## config.mk

```make
export PLATFORM = sky130hd
export DESIGN_NAME = tensor_load_ctrl_flat
export DESIGN_NICKNAME = d
export VERILOG_FILES = /design/src/rtl/tensor_load_ctrl_pkg.sv /design/src/rtl/tensor_load_ctrl_if.sv /design/src/rtl/tensor_load_ctrl_addr_gen.sv /design/src/rtl/tensor_load_ctrl.sv /design/src/flat_wrapper.sv
export SDC_FILE = /design/constraint.sdc
export NUM_CORES = 1
export LEC_CHECK = 0
export ABC_AREA = 1
export ABC_CLOCK_PERIOD_IN_PS = 1800
export BUFFER_PORTS_ARGS = -buffer_cell sky130_fd_sc_hd__buf_2
export CORE_ASPECT_RATIO = 0.6
export CORE_MARGIN = 4
export CORE_UTILIZATION = 51
export DETAILED_ROUTE_END_ITERATION = 10
export PLACE_DENSITY = 0.79
export SLEW_MARGIN = 30
export SYNTH_ARGS = -nofsm -noshare
export SYNTH_HDL_FRONTEND = slang
export SYNTH_HIERARCHICAL = 1
export SYNTH_SLANG_ARGS = --single-unit
```

## constraint.sdc

```tcl
create_clock -name clk -period 1.8 [get_ports clk]
set_input_delay 0.27 -clock clk [delete_from_list [all_inputs] [get_ports clk]]
set_output_delay 0.27 -clock clk [all_outputs]
set_load 0.01 [all_outputs]
```

## src/rtl/tensor_load_ctrl_pkg.sv

```systemverilog
// ---------------------------------------------------------------------------
// tensor_pkg
// Shared types and default geometry for the tensor load controller and its
// address generator.
//   tlc_state_t : controller states (LOAD, DRAIN, HOLD)
//   TENSOR_*    : default tensor geometry and element width
//   *_AW        : builder address widths (row / column / channel)
//   CNT_W       : width of the element and frame counters
// ---------------------------------------------------------------------------
package tensor_pkg;
  localparam int TENSOR_ROWS  = 8;
  localparam int TENSOR_COLS  = 8;
  localparam int TENSOR_CHANS = 3;
  localparam int TENSOR_WIDTH = 17;

  localparam int ROW_AW = 3;
  localparam int COL_AW = 3;
  localparam int CHA_AW = 2;
  localparam int CNT_W  = 8;

  typedef enum logic [1:0] {
    LOAD  = 2'd0,
    DRAIN = 2'd1,
    HOLD  = 2'd2
  } tlc_state_t;
endpackage

```

## src/rtl/tensor_load_ctrl_if.sv

```systemverilog
// ---------------------------------------------------------------------------
// tensor_load_ctrl_if
// Bundles the three handshakes around the load controller:
//   element stream : s_valid, s_ready, s_data
//   builder write  : wr_en, row_addr, col_addr, cha_addr, wr_data
//   tensor handoff : tensor_valid, tensor_ready
// Modports:
//   slave  : the controller's view (consumes the stream, drives the builder)
//   master : the environment's view (source, builder and consumer side)
// ---------------------------------------------------------------------------
interface tensor_load_ctrl_if #(
  parameter int WIDTH = tensor_pkg::TENSOR_WIDTH
);
  import tensor_pkg::*;

  logic                s_valid;
  logic                s_ready;
  logic [WIDTH-1:0]    s_data;
  logic                wr_en;
  logic [ROW_AW-1:0]   row_addr;
  logic [COL_AW-1:0]   col_addr;
  logic [CHA_AW-1:0]   cha_addr;
  logic [WIDTH-1:0]    wr_data;
  logic                tensor_valid;
  logic                tensor_ready;

  modport slave (
    input  s_valid, s_data, tensor_ready,
    output s_ready, wr_en, row_addr, col_addr, cha_addr, wr_data, tensor_valid
  );

  modport master (
    output s_valid, s_data, tensor_ready,
    input  s_ready, wr_en, row_addr, col_addr, cha_addr, wr_data, tensor_valid
  );
endinterface

```

## src/rtl/tensor_load_ctrl_addr_gen.sv

```systemverilog
// ---------------------------------------------------------------------------
// tensor_addr_gen
// Nested raster counter: channel fastest, then column, then row. Wraps the
// whole tensor back to (0,0,0) after the last position.
// Ports:
//   clk, rst : clock, synchronous active-high reset
//   i_inc    : advance one position
//   i_clr    : return to (0,0,0); wins over i_inc
//   o_row/o_col/o_cha : current position
//   o_last   : current position is the final one of the tensor
// ---------------------------------------------------------------------------
module tensor_addr_gen
  import tensor_pkg::*;
#(
  parameter int ROWS  = TENSOR_ROWS,
  parameter int COLS  = TENSOR_COLS,
  parameter int CHANS = TENSOR_CHANS
) (
  input  logic              clk,
  input  logic              rst,
  input  logic              i_inc,
  input  logic              i_clr,
  output logic [ROW_AW-1:0] o_row,
  output logic [COL_AW-1:0] o_col,
  output logic [CHA_AW-1:0] o_cha,
  output logic              o_last
);
  logic [ROW_AW-1:0] r_row;
  logic [COL_AW-1:0] r_col;
  logic [CHA_AW-1:0] r_cha;
  logic              w_row_last;
  logic              w_col_last;
  logic              w_cha_last;

  assign w_row_last = (r_row == ROW_AW'(ROWS - 1));
  assign w_col_last = (r_col == COL_AW'(COLS - 1));
  assign w_cha_last = (r_cha == CHA_AW'(CHANS - 1));

  always_ff @(posedge clk) begin
    if (rst || i_clr) begin
      r_row <= '0;
      r_col <= '0;
      r_cha <= '0;
    end else if (i_inc) begin
      if (!w_cha_last) begin
        r_cha <= r_cha + 1'b1;
      end else begin
        r_cha <= '0;
        if (!w_col_last) begin
          r_col <= r_col + 1'b1;
        end else begin
          r_col <= '0;
          r_row <= w_row_last ? '0 : r_row + 1'b1;
        end
      end
    end
  end

  assign o_row  = r_row;
  assign o_col  = r_col;
  assign o_cha  = r_cha;
  assign o_last = w_row_last && w_col_last && w_cha_last;
endmodule

```

## src/rtl/tensor_load_ctrl.sv

```systemverilog
// ---------------------------------------------------------------------------
// tensor_load_ctrl
// Fills the tensor builder from a valid/ready element stream in raster order
// (channel fastest), then presents the completed tensor to a consumer and
// stalls the stream until the consumer takes it.
// Ports:
//   clk, rst   : clock, synchronous active-high reset
//   bus        : tensor_load_ctrl_if.slave (stream in, builder write port,
//                tensor_valid/tensor_ready handoff)
//   elem_cnt   : elements accepted into the current tensor
//   frame_cnt  : tensors handed off, wraps 255 -> 0
//   abort      : only when TENSOR_LOAD_CTRL_ABORT_EN is defined; discards the
//                tensor in progress and returns to LOAD
// ---------------------------------------------------------------------------
module tensor_load_ctrl
  import tensor_pkg::*;
#(
  parameter int WIDTH = TENSOR_WIDTH,
  parameter int ROWS  = TENSOR_ROWS,
  parameter int COLS  = TENSOR_COLS,
  parameter int CHANS = TENSOR_CHANS
) (
  input  logic                  clk,
  input  logic                  rst,
  tensor_load_ctrl_if.slave     bus,
`ifdef TENSOR_LOAD_CTRL_ABORT_EN
  input  logic                  abort,
`endif
  output logic [CNT_W-1:0]      elem_cnt,
  output logic [CNT_W-1:0]      frame_cnt
);
  tlc_state_t        r_state;
  tlc_state_t        w_state_next;

  logic              w_s_ready;
  logic              w_tensor_valid;
  logic              w_accept;
  logic              w_abort;
  logic              w_inc;
  logic              w_last;
  logic [ROW_AW-1:0] w_row;
  logic [COL_AW-1:0] w_col;
  logic [CHA_AW-1:0] w_cha;

  logic              r_wr_en;
  logic [ROW_AW-1:0] r_row_addr;
  logic [COL_AW-1:0] r_col_addr;
  logic [CHA_AW-1:0] r_cha_addr;
  logic [WIDTH-1:0]  r_wr_data;
  logic [CNT_W-1:0]  r_elem_cnt;
  logic [CNT_W-1:0]  r_frame_cnt;

`ifdef TENSOR_LOAD_CTRL_ABORT_EN
  assign w_abort = abort;
`else
  assign w_abort = 1'b0;
`endif

  assign w_accept = bus.s_valid && w_s_ready;
  // An abort on the same edge drops the element: no write, no advance.
  assign w_inc    = w_accept && !w_abort;

  // State register
  always_ff @(posedge clk) begin
    if (rst) begin
      r_state <= LOAD;
    end else begin
      r_state <= w_state_next;
    end
  end

  // Next-state logic
  always_comb begin
    w_state_next = r_state;
    case (r_state)
      LOAD:    if (w_accept && w_last) w_state_next = DRAIN;
      DRAIN:   w_state_next = HOLD;
      HOLD:    if (bus.tensor_ready) w_state_next = LOAD;
      default: w_state_next = LOAD;
    endcase
    if (w_abort) begin
      w_state_next = LOAD;
    end
  end

  // State decode: ready/valid depend on state only, never on s_valid.
  always_comb begin
    w_s_ready      = (r_state == LOAD);
    w_tensor_valid = (r_state == HOLD);
  end

  tensor_addr_gen #(
    .ROWS  (ROWS),
    .COLS  (COLS),
    .CHANS (CHANS)
  ) u_addr_gen (
    .clk    (clk),
    .rst    (rst),
    .i_inc  (w_inc),
    .i_clr  (w_abort),
    .o_row  (w_row),
    .o_col  (w_col),
    .o_cha  (w_cha),
    .o_last (w_last)
  );

  // Builder write port and counters. The write for an element accepted at
  // edge T is presented during T+1, so the last write lands in DRAIN.
  always_ff @(posedge clk) begin
    if (rst) begin
      r_wr_en     <= 1'b0;
      r_row_addr  <= '0;
      r_col_addr  <= '0;
      r_cha_addr  <= '0;
      r_wr_data   <= '0;
      r_elem_cnt  <= '0;
      r_frame_cnt <= '0;
    end else begin
      r_wr_en <= w_inc;
      if (w_inc) begin
        r_row_addr <= w_row;
        r_col_addr <= w_col;
        r_cha_addr <= w_cha;
        r_wr_data  <= bus.s_data;
      end

      if (w_abort) begin
        r_elem_cnt <= '0;
      end else if (w_inc) begin
        r_elem_cnt <= w_last ? '0 : r_elem_cnt + 1'b1;
      end

      if ((r_state == HOLD) && bus.tensor_ready && !w_abort) begin
        r_frame_cnt <= r_frame_cnt + 1'b1;
      end
    end
  end

  assign bus.s_ready      = w_s_ready;
  assign bus.tensor_valid = w_tensor_valid;
  assign bus.wr_en        = r_wr_en;
  assign bus.row_addr     = r_row_addr;
  assign bus.col_addr     = r_col_addr;
  assign bus.cha_addr     = r_cha_addr;
  assign bus.wr_data      = r_wr_data;
  assign elem_cnt         = r_elem_cnt;
  assign frame_cnt        = r_frame_cnt;
endmodule

```

## src/flat_wrapper.sv

```systemverilog
// flat-port wrapper written by rule: the top's interface ports become plain ports
module tensor_load_ctrl_flat import tensor_pkg::*;
#(
  parameter int WIDTH = TENSOR_WIDTH,
  parameter int ROWS  = TENSOR_ROWS,
  parameter int COLS  = TENSOR_COLS,
  parameter int CHANS = TENSOR_CHANS
)
  (clk, rst, elem_cnt, frame_cnt, bus_s_valid, bus_s_data, bus_tensor_ready, bus_s_ready, bus_wr_en, bus_row_addr, bus_col_addr, bus_cha_addr, bus_wr_data, bus_tensor_valid);
  tensor_load_ctrl_if #(.WIDTH(WIDTH)) bus_i ();
  input  logic clk;
  input  logic rst;
  output logic [CNT_W-1:0] elem_cnt;
  output logic [CNT_W-1:0] frame_cnt;
  input wire logic [$bits(bus_i.s_valid)-1:0] bus_s_valid;
  input wire logic [$bits(bus_i.s_data)-1:0] bus_s_data;
  input wire logic [$bits(bus_i.tensor_ready)-1:0] bus_tensor_ready;
  output wire logic [$bits(bus_i.s_ready)-1:0] bus_s_ready;
  output wire logic [$bits(bus_i.wr_en)-1:0] bus_wr_en;
  output wire logic [$bits(bus_i.row_addr)-1:0] bus_row_addr;
  output wire logic [$bits(bus_i.col_addr)-1:0] bus_col_addr;
  output wire logic [$bits(bus_i.cha_addr)-1:0] bus_cha_addr;
  output wire logic [$bits(bus_i.wr_data)-1:0] bus_wr_data;
  output wire logic [$bits(bus_i.tensor_valid)-1:0] bus_tensor_valid;
  assign bus_i.s_valid = bus_s_valid;
  assign bus_i.s_data = bus_s_data;
  assign bus_i.tensor_ready = bus_tensor_ready;
  assign bus_s_ready = bus_i.s_ready;
  assign bus_wr_en = bus_i.wr_en;
  assign bus_row_addr = bus_i.row_addr;
  assign bus_col_addr = bus_i.col_addr;
  assign bus_cha_addr = bus_i.cha_addr;
  assign bus_wr_data = bus_i.wr_data;
  assign bus_tensor_valid = bus_i.tensor_valid;
  tensor_load_ctrl #(.WIDTH(WIDTH), .ROWS(ROWS), .COLS(COLS), .CHANS(CHANS)) u_core (.clk(clk), .rst(rst), .bus(bus_i), .elem_cnt(elem_cnt), .frame_cnt(frame_cnt));
endmodule
```

==> run metrics <==
outcome finished clean; fraction of synthesized cell area taken by the top area cell type 0.479; Max Cap Viol 0; via/cell ratio between 4 and 5; number of buffers and inverters on the critical path 1; net count after synthesis ~310; io pins 65; die area 0.00540 mm^2; clock-pin slew on the worst setup and hold paths roughly 90 ps; clock insertion delay at the later pin of the skew report 310 ps; CP most frequent cell ha_1; total overflow reported by the global router 0; worst setup skew after layout 9.44 ps; cell family with most CP delay adder cells; DRC violation count after routing 0; largest area contributor in the synthesized netlist dfxtp_1; area delta synth->final 21.1%; total of warnings raised by yosys 6; shortest period the worst path allows ~1600 ps; f_max ~0.62 GHz; final cycle utilization of the critical path 0.893; CP startpoint kind flop; Total Routing Usage GR 0.181; top metal layer carrying routed signals met4; async set or reset register ratio after synthesis 0; Pre-Repair DR Iteration Count 4; cts bufs inserted 5; Avg Cell Area, Syn 7.57 um^2; maximum number of buffers from clock root to sink 2; longest individual stage delay on the worst path roughly 350 ps; Worst Setup Slack, final slightly below 200 ps; number of inserted filler cells in the final layout 385; Setup WS pre-CTS ~210 ps; number of standard cells in the final layout excluding fillers slightly above 400; wl on met1 2360 um; initial core utilization 0.530; Static Leak between 0.001 and 0.0015 uW; multi-input combinational cell area ~1000 um^2; Post-Synthesis Cells roughly 290; leading post-synthesis cells by cell area dfxtp_1 48%, nor2_1 14%, nand2_1 6.6%, o21ai_0 6.0%, ha_1 3.5%; combined area of all synthesized cells between 0.002 and 0.0025 mm^2; H-tree Lvls 2; antenna fix cells 0; max-slew violations 0; via count 1,983; wire length on met3 298 um; kind of critical path reg -> reg; number of placement rows 18; arrival time reported for the critical path endpoint 1850 ps; share of the yosys chip area belonging to registers 0.479; critical path, cell by cell ha_1 > ha_1 > nand2_2 > nor2_1 > nand3_1 > nand2_1 > inv_1 > o21ai_0 > a21oi_1; Routed Antenna Nets 0; height of the chip roughly 59 um; via count of the first global-routing pass approximately 1.8k; met2 wire length 2070 um; worst hold margin about 210 ps; final count of negative-setup-slack endpoints 0; Port-buffer cells 64; hold violation total from the final report 0; placeable core area around 0.0041 mm^2; Cell Pwr Density between 800 and 900 mW/mm^2; leading cell type by number of instances after synthesis nor2_1; TritonCTS clock tree built; die width just over 90 um; Max Fanout on Critical Path 4; CTS Hold Bufs 0; post-detailed-routing wire length approximately 4800 um; unrepaired setup endpoints after global routing false; worst hold path class in -> reg; number of synthesized register bits 52; maximum number of pins on one net before global-route repair 26; routed wirelength normalized by instance count 11.5 um; Max VDD drop 0.458 mV; count of distinct cell types in the synthesized netlist 27; slowest CP cell dfxtp_2; final RePlAce weighted congestion 0.794; most frequent cells after synthesis 83 x nor2_1, 52 x dfxtp_1, 38 x nand2_1; DR iter-0 viols 70; Required @ worst endpoint between 2000 and 2500 ps; TNS Setup 0 ps; wire length of the first global-routing pass 7890 um; post-route core utilization 0.642; clk sink count 52; most frequently used flop master after synthesis dfxtp_1; number of antenna violations at the first check in global routing 0; sort of element at the end of the critical path flop; number of placed cells counting well taps 405; footprint of the flip-flops and latches around 0.0010 mm^2; count of nets after finishing around 380; layout cells sized above 1 0.255; placed wire-length estimate 3510 um; count of flip-flops with a built-in enable after synthesis 0; Root Driver clkbuf_8
state kept, by name, summed over array words and instances, names as in the netlist:
| signal | count |
|---|---|
| u_core/elem_cnt | 8 |
| u_core/bus.col_addr | 3 |
| u_core/frame_cnt | 8 |
| u_core/u_addr_gen/o_row | 3 |
| u_core/u_addr_gen/o_cha | 2 |
| u_core/r_state | 2 |
| u_core/bus.row_addr | 3 |
| u_core/bus.cha_addr | 2 |
| u_core/u_addr_gen/o_col | 3 |
| u_core/bus.wr_en | 1 |
| u_core/bus.wr_data | 17 |
layer usage:
layer / vias up / track usage
met1: 899 / 0.240
met3: 6 / 0.0447
li1: 1032 / -
met5: - / 0
met4: 0 / 0.0529
met2: 46 / 0.299
placed cells by master (no fill, tap or decap), types with 3 or more instances in the layout:
cell and n:
a21oi_1 10, buf_2 64, buf_4 3, clkbuf_8 6
dfxtp_1 51, ha_1 6, inv_1 20, inv_2 4
nand2_1 38, nand2_2 3, nand3_1 15, nand4_1 4
nor2_1 83, nor2_4 5, o21ai_0 26, xor2_1 3
worst paths after layout:
check,start,slack (ps),to,cells after the start
max,u_core/u_addr_gen/o_col[0],190,u_core/elem_cnt[4],9
min,bus_s_data[7],210,u_core/bus.wr_data[7],3
max reg2reg,u_core/u_addr_gen/o_col[0],190,u_core/elem_cnt[4],9
min reg2reg,u_core/elem_cnt[6],470,u_core/elem_cnt[6],2
report_power, final:
group	switching, uW	internal, uW
combinational	127	84.3
clock	396	315
sequential	25.1	1190
total	549	1590
kinds of logic after synthesis:
logic type / synth area share
AOI/OAI and AO/OA: 0.0887
xor gates and xnor gates: 0.0161
adders and majority gates: 0.0345
buffers and inverters: 0.0679
DFF: 0.479
other: 0.00173
and+or+nand+nor: 0.312
through the flow:
stage	area [um^2]	power (uW)
floorplan	2170	1370
global placement	2530	1450
detailed placement	2530	1460
CTS	2630	2160
global route	2630	2230
finish	2630	2140
worst register-to-register path, stage by stage, from the launching register on:
cell	delay, ps
dfxtp_2	350
ha_1	200
ha_1	210
nand2_2	120
nor2_1	80
nand3_1	110
nand2_1	100
inv_1	130
o21ai_0	110
a21oi_1	140
repair_timing:
item                       in CTS  in global routing
setup buffers                   0                  0
gates resized for setup         0                  1
setup endpoints to repair       0                  1
layout make-up:
type / count / share of cell area
repair buffers: 67 / 0.130
clock inverters: 2 / 0.00523
inverters: 24 / 0.0342
multi-input cells: 202 / 0.374
clock buffers: 6 / 0.0314
well taps: 60 / 0.0285
flip-flops and latches: 52 / 0.396
Power figures use the tool's default switching activity.
